## src/rtl/mii_rx_framer.sv

```systemverilog
// MII receive framer: oversamples the PHY nibble interface, strips preamble/SFD,
// assembles bytes, checks length and FCS, and emits a byte stream with SOF/EOF/error markers.
module mii_rx_framer #(
    parameter int unsigned MIN_LEN = 64,
    parameter int unsigned MAX_LEN = 1518,
    parameter int unsigned PRE_MAX = 16
) (
    input  logic        mainclk,
    input  logic        rst,
    input  logic        enable,
    input  logic        eth_rx_clk,
    input  logic        eth_rx_dv,
    input  logic [3:0]  eth_rxd,
    input  logic        eth_rxerr,
    output logic [7:0]  out_data,
    output logic        out_valid,
    output logic        out_sof,
    output logic        out_eof,
    output logic        out_err,
    output logic [10:0] frame_len,
    output logic [15:0] frame_cnt,
    output logic [15:0] err_cnt
);

    localparam int unsigned LEN_W = 11;
    localparam int unsigned PRE_W = $clog2(PRE_MAX + 1);
    localparam logic [31:0] CRC_POLY    = 32'hEDB88320;
    localparam logic [31:0] CRC_RESIDUE = 32'hC704DD7B;

    typedef enum logic [2:0] {
        S_WAIT_IDLE,
        S_IDLE,
        S_PREAMBLE,
        S_DATA,
        S_ABORT
    } state_t;

    // LSB-first CRC-32 over one byte
    function automatic logic [31:0] crc_byte(input logic [31:0] c, input logic [7:0] d);
        logic [31:0] r;
        r = c ^ {24'd0, d};
        for (int i = 0; i < 8; i++) begin
            r = r[0] ? ((r >> 1) ^ CRC_POLY) : (r >> 1);
        end
        return r;
    endfunction

    function automatic logic [31:0] bitrev32(input logic [31:0] v);
        logic [31:0] r;
        for (int i = 0; i < 32; i++) begin
            r[i] = v[31 - i];
        end
        return r;
    endfunction

    // Two-stage synchronizers; the extra rx_clk stage gives the falling-edge strobe
    logic [1:0] clk_sync, dv_sync, err_sync;
    logic [3:0] rxd_s1, rxd_s2;
    logic       clk_s3;

    always_ff @(posedge mainclk) begin
        if (rst) begin
            clk_sync <= '0;
            dv_sync  <= '0;
            err_sync <= '0;
            rxd_s1   <= '0;
            rxd_s2   <= '0;
            clk_s3   <= 1'b0;
        end else begin
            clk_sync <= {clk_sync[0], eth_rx_clk};
            dv_sync  <= {dv_sync[0], eth_rx_dv};
            err_sync <= {err_sync[0], eth_rxerr};
            rxd_s1   <= eth_rxd;
            rxd_s2   <= rxd_s1;
            clk_s3   <= clk_sync[1];
        end
    end

    logic       strobe, dv_s, rxerr_s;
    logic [3:0] rxd_s;
    assign strobe  = clk_s3 & ~clk_sync[1];
    assign dv_s    = dv_sync[1];
    assign rxerr_s = err_sync[1];
    assign rxd_s   = rxd_s2;

    state_t             state, state_nxt;
    logic [PRE_W-1:0]   pre_cnt, pre_cnt_nxt;
    logic               phase, phase_nxt;
    logic [3:0]         lo_nib, lo_nib_nxt;
    logic [7:0]         held, held_nxt;
    logic [LEN_W-1:0]   len, len_nxt;
    logic [31:0]        crc, crc_nxt;
    logic               rxerr_seen, rxerr_seen_nxt;
    logic               sof_done, sof_done_nxt;
    logic [7:0]         out_data_nxt;
    logic               out_valid_nxt, out_sof_nxt, out_eof_nxt, out_err_nxt;
    logic [10:0]        frame_len_nxt;
    logic [15:0]        frame_cnt_nxt, err_cnt_nxt;

    logic [7:0]         rx_byte;
    logic [LEN_W-1:0]   len_inc;
    logic               eof_bad;
    logic               abort_c;

    assign rx_byte = {rxd_s, lo_nib};
    assign len_inc = (len == '1) ? len : len + LEN_W'(1);
    assign eof_bad = rxerr_seen | phase
                   | (len < LEN_W'(MIN_LEN)) | (len > LEN_W'(MAX_LEN))
                   | (bitrev32(crc) != CRC_RESIDUE);

    always_ff @(posedge mainclk) begin
        if (rst) state <= S_WAIT_IDLE;
        else     state <= state_nxt;
    end

    // Next-state and registered-output logic; everything advances on the nibble strobe
    always_comb begin
        state_nxt      = state;
        pre_cnt_nxt    = pre_cnt;
        phase_nxt      = phase;
        lo_nib_nxt     = lo_nib;
        held_nxt       = held;
        len_nxt        = len;
        crc_nxt        = crc;
        rxerr_seen_nxt = rxerr_seen;
        sof_done_nxt   = sof_done;
        out_data_nxt   = out_data;
        out_valid_nxt  = 1'b0;
        out_sof_nxt    = 1'b0;
        out_eof_nxt    = 1'b0;
        out_err_nxt    = 1'b0;
        frame_len_nxt  = frame_len;
        frame_cnt_nxt  = frame_cnt;
        err_cnt_nxt    = err_cnt;
        abort_c        = 1'b0;

        case (state)
            S_WAIT_IDLE: begin
                if (strobe && !dv_s) state_nxt = S_IDLE;
            end
            S_IDLE: begin
                if (strobe && dv_s) begin
                    if (!enable) begin
                        state_nxt = S_WAIT_IDLE;
                    end else if (rxd_s == 4'h5) begin
                        state_nxt   = S_PREAMBLE;
                        pre_cnt_nxt = PRE_W'(1);
                    end else begin
                        abort_c = 1'b1;
                    end
                end
            end
            S_PREAMBLE: begin
                if (strobe) begin
                    if (!dv_s) begin
                        state_nxt = S_IDLE;
                    end else if (rxd_s == 4'hD) begin
                        state_nxt      = S_DATA;
                        phase_nxt      = 1'b0;
                        len_nxt        = '0;
                        crc_nxt        = '1;
                        rxerr_seen_nxt = 1'b0;
                        sof_done_nxt   = 1'b0;
                    end else if (rxd_s == 4'h5 && pre_cnt < PRE_W'(PRE_MAX)) begin
                        pre_cnt_nxt = pre_cnt + PRE_W'(1);
                    end else begin
                        abort_c = 1'b1;
                    end
                end
            end
            S_DATA: begin
                if (strobe) begin
                    if (!dv_s) begin
                        // End of frame: release the held byte (or a bare marker if oversize)
                        state_nxt     = S_IDLE;
                        sof_done_nxt  = 1'b0;
                        frame_len_nxt = len;
                        if (eof_bad) err_cnt_nxt   = err_cnt + 16'd1;
                        else         frame_cnt_nxt = frame_cnt + 16'd1;
                        if (len != '0) begin
                            out_valid_nxt = 1'b1;
                            out_eof_nxt   = 1'b1;
                            out_err_nxt   = eof_bad;
                            out_sof_nxt   = ~sof_done;
                            out_data_nxt  = (len <= LEN_W'(MAX_LEN)) ? held : 8'd0;
                        end
                    end else begin
                        rxerr_seen_nxt = rxerr_seen | rxerr_s;
                        if (!phase) begin
                            lo_nib_nxt = rxd_s;
                            phase_nxt  = 1'b1;
                        end else begin
                            phase_nxt = 1'b0;
                            len_nxt   = len_inc;
                            crc_nxt   = crc_byte(crc, rx_byte);
                            held_nxt  = rx_byte;
                            if (len != '0 && len <= LEN_W'(MAX_LEN)) begin
                                out_valid_nxt = 1'b1;
                                out_data_nxt  = held;
                                out_sof_nxt   = ~sof_done;
                                sof_done_nxt  = 1'b1;
                            end
                        end
                    end
                end
            end
            S_ABORT: begin
                state_nxt = S_WAIT_IDLE;
            end
            default: begin
                state_nxt = S_WAIT_IDLE;
            end
        endcase

        if (abort_c) begin
            state_nxt    = S_ABORT;
            err_cnt_nxt  = err_cnt + 16'd1;
            sof_done_nxt = 1'b0;
            if (sof_done) begin
                out_valid_nxt = 1'b1;
                out_eof_nxt   = 1'b1;
                out_err_nxt   = 1'b1;
                out_data_nxt  = 8'd0;
            end
        end
    end

    always_ff @(posedge mainclk) begin
        if (rst) begin
            pre_cnt    <= '0;
            phase      <= 1'b0;
            lo_nib     <= '0;
            held       <= '0;
            len        <= '0;
            crc        <= 32'hFFFFFFFF;
            rxerr_seen <= 1'b0;
            sof_done   <= 1'b0;
            out_data   <= '0;
            out_valid  <= 1'b0;
            out_sof    <= 1'b0;
            out_eof    <= 1'b0;
            out_err    <= 1'b0;
            frame_len  <= '0;
            frame_cnt  <= '0;
            err_cnt    <= '0;
        end else begin
            pre_cnt    <= pre_cnt_nxt;
            phase      <= phase_nxt;
            lo_nib     <= lo_nib_nxt;
            held       <= held_nxt;
            len        <= len_nxt;
            crc        <= crc_nxt;
            rxerr_seen <= rxerr_seen_nxt;
            sof_done   <= sof_done_nxt;
            out_data   <= out_data_nxt;
            out_valid  <= out_valid_nxt;
            out_sof    <= out_sof_nxt;
            out_eof    <= out_eof_nxt;
            out_err    <= out_err_nxt;
            frame_len  <= frame_len_nxt;
            frame_cnt  <= frame_cnt_nxt;
            err_cnt    <= err_cnt_nxt;
        end
    end

endmodule

```

## config.mk

```make
export PLATFORM = sky130hd
export DESIGN_NAME = mii_rx_framer
export DESIGN_NICKNAME = d
export VERILOG_FILES = /design/src/rtl/mii_rx_framer.sv
export SDC_FILE = /design/constraint.sdc
export NUM_CORES = 1
export LEC_CHECK = 0
export ABC_AREA = 1
export BUFFER_PORTS_ARGS = -buffer_cell sky130_fd_sc_hd__buf_2
export CORE_MARGIN = 1
export CORE_UTILIZATION = 50
export CTS_BUF_LIST = sky130_fd_sc_hd__clkbuf_4 sky130_fd_sc_hd__clkbuf_8 sky130_fd_sc_hd__clkbuf_16
export CTS_CLUSTER_SIZE = 8
export DETAILED_ROUTE_END_ITERATION = 12
export HOLD_SLACK_MARGIN = 0.03
export PLACE_DENSITY = 0.77
export SLEW_MARGIN = 25
export SYNTH_ARGS = -nofsm -noshare
export SYNTH_HDL_FRONTEND = slang
export SYNTH_SLANG_ARGS = --single-unit
```

## constraint.sdc

```tcl
create_clock -name mainclk -period 1.67 [get_ports mainclk]
set_input_delay 0.0835 -clock mainclk [delete_from_list [all_inputs] [get_ports mainclk]]
set_output_delay 0.0835 -clock mainclk [all_outputs]
set_load 0.05 [all_outputs]
```

==> out/qor.txt <==
die height = 125 µm
initial drt markers = 910
VDD IR max = 0.000717 V
I/O Pins = 65
critical path peak fanout = 17
WL final = 25.4 mm
Seq pwr share = 40.7%
GRT Util Overall = 28.6%
first-pass GRT wire length = 36.2 mm
vias in the first global route = 7698
status = finished, violations left
Simple-Gate Fraction of Synth Area = 30.7%
Gate power share = 12.0%
Die X = 125 µm
Initial Util = 51.7%
Hold Path Class = in -> reg
htree depth = 4
via-per-instance ratio = 5.68
worst hold path depth = 4
worst flop-to-flop path endpoint = err_cnt[1]$_SDFFE_PP0P_
via count = 8646
Post-synth EDFFs = 0
Initial DRT Pass Iterations = 8
Post-synth top cells = nand2_1, dfxtp_1, inv_1
final hold violation count = 0
cell at the slowest stage of the critical path = dfxtp_4
reg2reg path depth = 10
max-capacitance violation count = 0
I/O Buffers = 64
Crit path max-delay family = simple AND/OR/NAND/NOR gates
CP dominant cell by count = inv_2
num rows = 44
layout overhead on the synthesized area = 40.7%
Hold Path End = crc[29]$_SDFFE_PP1P_
CTS Sinks = 136
Slew HR = 71.0%
largest net degree at the start of global routing = 80
most frequent cell after synthesis = nand2_1
Int Power = 6.11 mW
Slew Limit Fails = 0
Yosys Warn Count = 0
critical path class = reg -> reg
CTS tree = done
WL/cell = 16.7 µm
synthesized area per cell = 6.80 µm²
startpoint types = register
CTS buffer count = 17
synth unique cells = 38
Clock Skew = 7.84 ps
Post-Synth XOR/XNOR Area = 9.40%
top cells by area, synth = dfxtp_1, nand2_1, a21oi_1, inv_1, xor2_1
register-to-register setup slack = -110 ps
nets = 1340
Required @ worst endpoint = 1980 ps
Clk pwr share = 47.3%
share of cells above drive strength 1 = 33.1%
fin crit share = 107%
failing checks = negative setup slack
fraction of registers with async set/reset = 0%
area of the die = 15700 µm²
top-area cell type share of the netlist area = 35.8%
crit-path cells = nor2_4, nand2_4, inv_2, nand2_1, o21ai_2, nand2_2, nand2_8, inv_2, nor2_2, nor2_1
Setup-failing EPs final = 28
WP data arrival = 2090 ps
CTS clk-pin slew, worst paths = 60 ps
Pwr per Cell Area = 769 nW/µm²
register area share after synthesis = 35.8%
Remaining DRCs = 0
Synth area leader = dfxtp_1
Worst Setup Slack, final = -111 ps
fin crit period = 1780 ps
largest family of logic cells by synthesized area = simple AND/OR/NAND/NOR gates
reg2reg start = state[0]$_SDFFE_PP0P_
Fin Hold WS = 182 ps
Critical Path Sink Type = register
post-synthesis mux area share = 0%
CP max stage delay = 380 ps
worst skew pair latency = 430 ps
synthesized net count = 1133
CTS Buffer Depth = 2
RSZ-0062 raised after global routing = yes
Leakage = 4.54 nW
Multi-input gate area = 4830 µm²
GR Overflow Total = 0
FMAX = 0.562 GHz
Post-Synth Adder-Cell Area = 0.823%
Most used DFF post-synth = dfxtp_1
DPL Wire Length = 15.1 mm
gp weighted congestion = 0.906
post-synthesis compound-gate area fraction = 14.3%
diodes inserted = 0
Switching Fraction = 25.7%
HP Start = rst
number of antenna violations at the first check in global routing = 0
CTS root buffer = clkbuf_16
worst slew pin tran = 431 ps
Cell Area, Synth = 7600 µm²
CP bufs+invs = 2
#FFs+latches synth = 136
Core ar. = 14700 µm²
fin util = 72.8%
FILL cells = 994
Routed Antenna Nets = 0
Register Area = 2790 µm²
switching pwr = 2.12 mW
Cells after Synth = 1118
## metal layers
layer | vias to the layer above | wire length, µm | part of all wire (%) | track usage, %
met4 | 0 | 1100 | 4.3 | 12.2
met1 | 3973 | 10000 | 39 | 36.2
met5 | - | 0 | 0 | 0
li1 | 4051 | - | - | -
met2 | 505 | 12100 | 48 | 48.3
met3 | 117 | 2170 | 8.5 | 4.88
## worst register-to-register path, cell delays in order, from the launching register on
cell and delay [ps]:
dfxtp_4 380, nor2_4 140, nand2_4 100, inv_2 100, nand2_1 130, o21ai_2 220
nand2_2 160, nand2_8 180, inv_2 70, nor2_2 120, nor2_1 80
## final cells by class
type | instances | area share (%)
clock buffers | 20 | 4.30
clock inverters | 11 | 1.39
inverters | 132 | 4.78
multi-input cells | 812 | 45.2
flip-flops and latches | 136 | 26.1
well taps | 184 | 2.15
repair buffers | 226 | 16.1
## placed cells by master (no fill, tap or decap), types with 4 or more instances in the layout
cell type      Yosys  final
nand3_4            0      8
nor2_2             7     17
inv_1            124    108
nand3_2            5     17
o21ai_1            6     16
xor2_2             3      8
a211oi_1           5      5
buf_12             0      8
dfxtp_4            0     10
buf_4              3    131
o211ai_1          14     14
buf_6              2     14
a21oi_1          106    100
nor2_1           108     88
buf_2             13     64
xor2_1            48     40
inv_2              8     18
clkinvlp_4         0      4
o21ai_0           67     49
nor3_2             0      4
inv_4              0      5
dlygate4sd3_1      0      7
dfxtp_2            0     23
xnor2_4            2      4
nand4_1           35     35
dfxtp_1          136    103
nand2_4            3      6
nand2_2            6     25
nor3_1            24     19
nor2_4             3     13
nand3_1           75     56
xnor2_1           18     15
a21oi_2            0      6
nand2_1          254    231
clkbuf_16          0     17
o21ai_2            2      8
## worst max-delay path by stage
stage	start	endpoint	slack, ps	cells past startpoint
global route	err_cnt[0]$_SDFFE_PP0P_	err_cnt[15]$_SDFFE_PP0P_	-180	7
CTS	rxd_s[3]$_SDFF_PP0_	err_cnt[1]$_SDFFE_PP0P_	-40	9
global placement	crc[4]$_SDFFE_PP1P_	crc[20]$_SDFFE_PP1P_	-70	9
detailed placement	len[1]$_SDFFE_PP0P_	out_valid$_SDFF_PP0_	-100	9
floorplan	len[0]$_SDFFE_PP0P_	out_data[5]$_SDFF_PP0_	3	11
finish	state[0]$_SDFFE_PP0P_	err_cnt[1]$_SDFFE_PP0P_	-110	10
## power groups by stage
| stage | registers [mW] | logic [mW] | clock network (mW) |
|---|---|---|---|
| 3_5_place_dp | 3.40 | 0.772 | 0 |
| 3_3_place_gp | 3.40 | 0.758 | 0 |
| 6_report | 3.34 | 0.989 | 3.89 |
| 4_1_cts | 3.33 | 0.817 | 3.88 |
| 5_1_grt | 3.34 | 1.05 | 4.05 |
| 2_1_floorplan | 3.40 | 0.476 | 0 |
## sequential cells by signal, summed over array words and instances, names as in the netlist, 3 cells and up
| name | count |
|---|---|
| rxd_s | 4 |
| held | 8 |
| frame_len | 11 |
| err_cnt | 16 |
| state | 3 |
| crc | 32 |
| lo_nib | 4 |
| out_data | 8 |
| frame_cnt | 16 |
| len | 11 |
| rxd_s1 | 4 |
| pre_cnt | 5 |
## stage by stage
stage	total power, mW	cells	setup TNS, ps	instance area (µm²)	setup WS [ps]
after floorplan	3.88	1118	0	7620	2.89
after global placement	4.15	1460	-720	9060	-67.3
after detailed placement	4.17	1460	-2130	9060	-103
after CTS	8.03	1501	-85.9	9940	-44.0
after global routing	8.44	1521	-6000	10700	-184
final	8.22	1521	-1100	10700	-111
## cells by family (layout without fill, tap and decap cells)
| group | after synthesis | after routing |
|---|---|---|
| AO/OA/AOI/OAI | 204 | 204 |
| adder cells (fa/ha/maj) | 5 | 5 |
| XOR/XNOR | 73 | 73 |
| flip-flops | 136 | 136 |
| buffers and inverters | 171 | 389 |
| AND/OR/NAND/NOR | 529 | 530 |
## repair_timing
action / CTS / global route
buffers inserted: 3 / 19
resized for setup: 48 / 178
cloned: 0 / 1
hold buffers: 7 / 0
endpoints found under the hold margin: 7 / 0
pin swaps: 5 / 80
endpoints found under the setup margin: 69 / 93
Power figures use the tool's default switching activity.
